### config.mk
export PLATFORM = sky130hd
export DESIGN_NAME = pc_jump_sequencer
export DESIGN_NICKNAME = d
export VERILOG_FILES = /design/src/rtl/pc_jump_sequencer.sv
export SDC_FILE = /design/constraint.sdc
export NUM_CORES = 1
export LEC_CHECK = 0
export CAP_MARGIN = 20
export CELL_PAD_IN_SITES_DETAIL_PLACEMENT = 0
export CELL_PAD_IN_SITES_GLOBAL_PLACEMENT = 1
export CORE_UTILIZATION = 35
export CTS_BUF_LIST = sky130_fd_sc_hd__clkbuf_4 sky130_fd_sc_hd__clkbuf_8
export DETAILED_ROUTE_END_ITERATION = 10
export PLACE_DENSITY = 0.89
export SLEW_MARGIN = 20
export SYNTH_ARGS = -nofsm -noshare
export SYNTH_HDL_FRONTEND = slang
export SYNTH_SLANG_ARGS = --single-unit
### constraint.sdc
create_clock -name clk -period 4.55 [get_ports clk]
set_clock_uncertainty 0.05 [all_clocks]
set_input_delay 0.455 -clock clk [delete_from_list [all_inputs] [get_ports clk]]
set_output_delay 0.455 -clock clk [all_outputs]
set_load 0.005 [all_outputs]
### src/rtl/pc_jump_sequencer.sv
// Program-counter sequencer: steps the PC on fetch-advance and resolves
// conditional relative jumps. Optional taken-jump counter via PC_JUMP_COUNT_EN.
module pc_jump_sequencer #(
    parameter int              WIDTH    = 16,
    parameter logic [WIDTH-1:0] RESET_PC = 16'h0000
) (
    input  logic             clk,
    input  logic             rst,
    input  logic             advance,
    input  logic             halt,
    input  logic             jmp_valid,
    output logic             jmp_ready,
    input  logic [1:0]       jmp_cond,
    input  logic [WIDTH-1:0] cmp_a,
    input  logic [WIDTH-1:0] cmp_b,
    input  logic [WIDTH-1:0] offset,
    output logic [WIDTH-1:0] pc,
    output logic             pc_valid,
    output logic             flush,
    output logic             taken,
    output logic [15:0]      taken_count
);

    typedef enum logic [1:0] {
        S_RUN,
        S_RESOLVE,
        S_FLUSH
    } state_t;

    state_t           state_q, state_d;
    logic [WIDTH-1:0] pc_q, pc_d;
    logic [1:0]       cond_q, cond_d;
    logic [WIDTH-1:0] a_q, a_d;
    logic [WIDTH-1:0] b_q, b_d;
    logic [WIDTH-1:0] off_q, off_d;
    logic [WIDTH-1:0] base_q, base_d;
    logic             cond_true;

    // Operands are compared as signed two's complement.
    always_comb begin
        cond_true = 1'b0;
        case (cond_q)
            2'b00:   cond_true = 1'b1;
            2'b01:   cond_true = $signed(a_q) < $signed(b_q);
            2'b10:   cond_true = $signed(a_q) > $signed(b_q);
            default: cond_true = (a_q == b_q);
        endcase
    end

    always_comb begin
        state_d = state_q;
        pc_d    = pc_q;
        cond_d  = cond_q;
        a_d     = a_q;
        b_d     = b_q;
        off_d   = off_q;
        base_d  = base_q;
        case (state_q)
            S_RUN: begin
                if (!halt) begin
                    if (jmp_valid) begin
                        cond_d  = jmp_cond;
                        a_d     = cmp_a;
                        b_d     = cmp_b;
                        off_d   = offset;
                        base_d  = pc_q;
                        state_d = S_RESOLVE;
                    end else if (advance) begin
                        pc_d = pc_q + WIDTH'(1);
                    end
                end
            end
            S_RESOLVE: begin
                if (cond_true) begin
                    pc_d    = base_q + off_q;
                    state_d = S_FLUSH;
                end else begin
                    pc_d    = base_q + WIDTH'(1);
                    state_d = S_RUN;
                end
            end
            S_FLUSH: state_d = S_RUN;
            default: state_d = S_RUN;
        endcase
    end

    always_ff @(posedge clk) begin
        if (rst) begin
            state_q <= S_RUN;
            pc_q    <= RESET_PC;
            cond_q  <= '0;
            a_q     <= '0;
            b_q     <= '0;
            off_q   <= '0;
            base_q  <= '0;
        end else begin
            state_q <= state_d;
            pc_q    <= pc_d;
            cond_q  <= cond_d;
            a_q     <= a_d;
            b_q     <= b_d;
            off_q   <= off_d;
            base_q  <= base_d;
        end
    end

    assign jmp_ready = (state_q == S_RUN) && !halt;
    assign pc_valid  = (state_q == S_RUN) && !halt;
    assign flush     = (state_q == S_FLUSH);
    assign taken     = (state_q == S_FLUSH);
    assign pc        = pc_q;

`ifdef PC_JUMP_COUNT_EN
    logic [15:0] count_q, count_d;

    // Saturating count of FLUSH cycles, i.e. taken jumps.
    always_comb begin
        count_d = count_q;
        if ((state_q == S_FLUSH) && (count_q != 16'hFFFF)) begin
            count_d = count_q + 16'd1;
        end
    end

    always_ff @(posedge clk) begin
        if (rst) begin
            count_q <= 16'h0000;
        end else begin
            count_q <= count_d;
        end
    end

    assign taken_count = count_q;
`else
    assign taken_count = 16'h0000;
`endif

endmodule

== After elaboration in Yosys (flattened, before gate mapping) ==
Index checks and enable logic that the tools add are counted.
Word-level totals
  memories kept: 0
  output and inout port bits: 36
  logic and storage cells: 40
  memory bits (read-only): 0
  bits in latches: 0
  register bits: 84
  bits in writable memories: 0
Operators by class
  mux-type cells: 10
  shift operators: 0
  reduce and logical (&&, ||, !) cells: 8
  divide/modulo/power cells: 0
  $mul: 0
  $lt $le $gt $ge: 2
  bitwise logic cells: 1
  equality and inequality tests: 9
  add/sub/neg operators: 3
Operators by type and width (count)
  16-bit 2-to-1 mux: 4
  16-bit by 1-bit adder with 16-bit output, second input constant: 2
  16-bit case mux with 2 select lines: 1
  16-bit adder: 1
  16-bit equality test: 1
  16-bit > comparator: 1
  16-bit less-than comparator: 1
  2-bit inequality test, second input constant: 4
  2-bit 2-to-1 mux: 3
  2-bit by 1-bit equality test with 1-bit output, second input constant: 2
  2-bit equality test, second input constant: 2
  2-bit logical NOT: 2
  2-bit case mux with 2 select lines: 1
  4-bit AND reduction: 1
  1-bit case mux with 3 select lines: 1
  3-bit AND reduction: 1
  2-bit AND reduction: 1
  2-bit nonzero test: 1
  1-bit logical AND: 1
  1-bit logical NOT: 1
  1-bit inverter: 1

== Depth between registers and ports, before layout ==
  depth after elaboration: 5
  depth in mapped cells: 22
  depth with buffers taken out: 22

== Worst setup path after synthesis ==
Ideal clock, no wire load.
  path type: flip-flop to flip-flop
  from: register b_q[15]
  to: register pc_q[14] (netlist: pc[14])
  setup time: 0.070 ns
  data required time: 4.430 ns
  arrival: 4.169 ns
  clock period less this slack: 4.290 ns
  path buffers: 0
  stages on the path, launching flop included: 23
  slack: 0.260 ns
  cell sequence: dfxtp_1 -> inv_1 -> ha_1 -> nand4_4 -> nor2_1 -> a221o_2 -> nor3_2 -> xor2_1 -> a21oi_1 -> a211o_1 -> nand2b_1 -> ha_1 -> inv_1 -> fa_1 -> nor2b_1 -> o21ai_0 -> a21boi_0 -> o2111ai_1 -> a21boi_0 -> o31a_1 -> nor4_1 -> a311o_1 -> a21oi_1
On the way
  cells in the longest elaborated chain, start to end: 4
Ends and longest elaborated chain
  from (decl): line 34  | logic [WIDTH-1:0] b_q, b_d;
  from (signal assigned): line 93  | b_q <= '0;
  from (signal assigned): line 101  | b_q <= b_d;
  16-bit > comparator, or another cell as far along: line 45  | 2'b10: cond_true = $signed(a_q) > $signed(b_q);
  1-bit case mux with 3 select lines *: line 42  | case (cond_q)
  16-bit 2-to-1 mux *: line 74  | if (cond_true) begin
  16-bit case mux with 2 select lines *: line 58  | case (state_q)
  to (signal assigned): line 98  | pc_q <= pc_d;
  to (decl): line 31  | logic [WIDTH-1:0] pc_q, pc_d;
Mark *: on every way between the ends. The rest lies on a longest branch, timed or not.
A chain may end at the register's enable or synchronous reset.

== Final worst setup path ==
  from: register b_q[15]
  to: register pc_q[15] (netlist: pc[15])
The elaborated chain is that of the path after synthesis.

==> metrics <==
Reg2Reg Setup Slack=240 ps; fmax=0.2321 GHz; routed via count=4097; Final #Nets=749; CTS buffer count=9; CTS Buffer Depth=2; Final ANT Viol Nets=0; CTS tree=built; Setup crit start kind=flip-flop; pwr/cell area=288.6 mW/mm^2; fraction of layout cells with a size suffix above 1=9.009%; crit path time final=4309 ps; vias in the first global route=3835; count leader, synth=nand2_1; post-synth top area share=36.90%; Post-Place Setup Slack=22.59 ps; hold_ws=405.6 ps; crit-path max cell delay=350 ps; Arr. time, crit path=4530 ps; CP Class=flip-flop to flip-flop; Area growth, synth to finish=26.00%; worst path cell trace=inv_1 > ha_1 > nand4_4 > nor2_1 > a221o_2 > nor3_4 > xor2_1 > a21oi_1 > a211o_1 > buf_6 > and2_1 > ha_1 > nand3_1 > o211ai_1 > o211ai_1 > a21oi_1 > nor2_2 > a2bb2oi_2 > a31oi_1 > xnor2_1 > a211oi_2; setup ws final=240.7 ps; fin util=45.31%; Hold Fails Final Rpt=0; endpoints failing setup=0; GP Congestion=0.8137; final WL=11030 um; Synth cell types=50; Post-synth EDFFs=0; Fillers=1260; first-pass GRT wire length=17520 um; Hold-fix buffers, CTS=0; Cells on Worst Hold Path=2; Avg Cell Area, Syn=7.697 um^2; Clock Tree Root=clkbuf_8; Syn Std Cell Area=0.004557 mm^2; chip width=116.1 um; Slew HR=53.83%; number of antenna diodes=0; Hold Crit Class=flip-flop to flip-flop; Synth area leaders=dfxtp_1 37%, nand2_1 12%, a21oi_1 9.8%; Max-cap violations=0; Post-DP HPWL=7918 um; Ports=91; Seq cells post-synth=84; core area=0.01267 mm^2; initial antenna violation count=0; DRT Pass-1 Iters=4; period utilization=94.71%; R2R depth=21; Crit. End Element=flip-flop; GRT Util Overall=16.45%; Iter 0 DRT Violations=189; drt drc=0; die area=0.01348 mm^2; clock sinks=84; row count=41; RSZ-0062 raised after global routing=true; Max stage delay cell, worst path=a221o_2; maximum VDD drop=0.1750 mV; Synth area leader=dfxtp_1; status=finished, final reports clean; Commonest cells post-synth=145 x nand2_1, 89 x a21oi_1, 84 x dfxtp_1; drt wl/cell=13.17 um; post-synthesis sequential area ratio=36.90%; fin. max-slew vios=0; H-tree levels=3; Port Buffers=74; pin count of the biggest net entering global routing=68; Async SR Flop Fraction=0%; CP Data Required Time=4770 ps; chip height=116.1 um; crit path max fanout=10; Tightest Pin Transition=692.5 ps; static leakage power=2.190 nW; Worst-Skew Late Latency=360 ps; clk slew on worst S/H paths=80 ps; Synth Flop Type=dfxtp_1; initial core utilization=35.96%; Post-Syn Instances=592; GR Overflow Total=0; Via density=4.889; YS warnings=0
per-stage QoR:
step / instances / total power [W] / cell area (um^2) / setup TNS, ps
2_1_floorplan: 607 / 0.0009852 / 4613 / 0
3_3_place_gp: 818 / 0.001091 / 5406 / 0
3_5_place_dp: 818 / 0.001099 / 5408 / 0
4_1_cts: 834 / 0.001654 / 5619 / 0
5_1_grt: 838 / 0.001738 / 5742 / -56.83
6_report: 838 / 0.001657 / 5742 / 0
where the power goes:
part	internal [W]	leakage (nW)	switching (W)	total, W
clock	0.000296	0.103	0.000267	0.000563
sequential	0.000767	0.686	0.0000269	0.000794
combinational	0.000149	1.40	0.000150	0.000300
total	0.00121	2.19	0.000444	0.00166
critical path, delay by kind of cell, from the launching register on:
kind	cells	cell delay, ps
compound gates	9	1920
xor+xnor	2	360
fa+ha+maj	2	670
buf+inv	2	190
flops	1	330
simple gates	6	690
cells in the final DEF, fill, tap and decap left out, drive strengths merged, types with 3 or more instances in the layout:
master         Yosys  final
nand2            145    145
a21oi             89     89
dfxtp             84     84
clkdlybuf4s50      0     73
ha                32     32
nor2              30     30
inv               24     24
o21ai             18     18
conb               1     16
and2              16     16
buf               18     15
clkbuf            27     13
xnor2             10     10
nand3              8      8
xor2               8      8
a31oi              8      8
nand2b             7      7
nand4              6      6
nor3               6      6
a211oi             6      6
a21o               5      5
nor2b              5      5
and3               5      5
nor4               4      4
o211ai             3      3
cell type report:
cell class,instances,area [um^2],share of cell area [%]
clock buffers,13,166.4,2.898
inverters,24,90.09,1.569
repair buffers,88,844.6,14.71
clock inverters,3,45.04,0.7845
flip-flops and latches,84,1685,29.35
well taps,172,215.2,3.748
multi-input cells,454,2695,46.94
worst paths after layout:
kind,end,from
setup / recovery,pc[15],b_q[15]
hold / removal,off_q[8],off_q[8]
setup reg to reg,pc[15],b_q[15]
hold reg to reg,off_q[8],off_q[8]
flip-flops by register name (all words and copies together) (netlist names):
signal   flops
off_q       16
base_q      16
state_q      2
b_q         16
cond_q       2
a_q         16
pc          16
per-layer routing:
metal	routed length, um	vias to the layer above	GRT usage, %
met2	5201	87	27.10
met5	0	-	0
met4	125	0	5.043
li1	-	2114	-
met1	5259	1886	21.78
met3	447	10	3.166
kinds of logic after synthesis:
family | synth area share [%]
xor+xnor | 3.460
flops | 36.90
simple gates | 24.38
fa+ha+maj | 9.226
compound gates | 18.45
other cells | 0.08229
buf+inv | 7.167
mux | 0.3294
what timing repair did:
item,in CTS,in global routing
buffers inserted,0,4
pin swaps,0,16
resized for setup,1,22
gates cloned,0,0
endpoints found under the setup margin,1,4
Note: power is estimated with default switching activity, not from simulation.
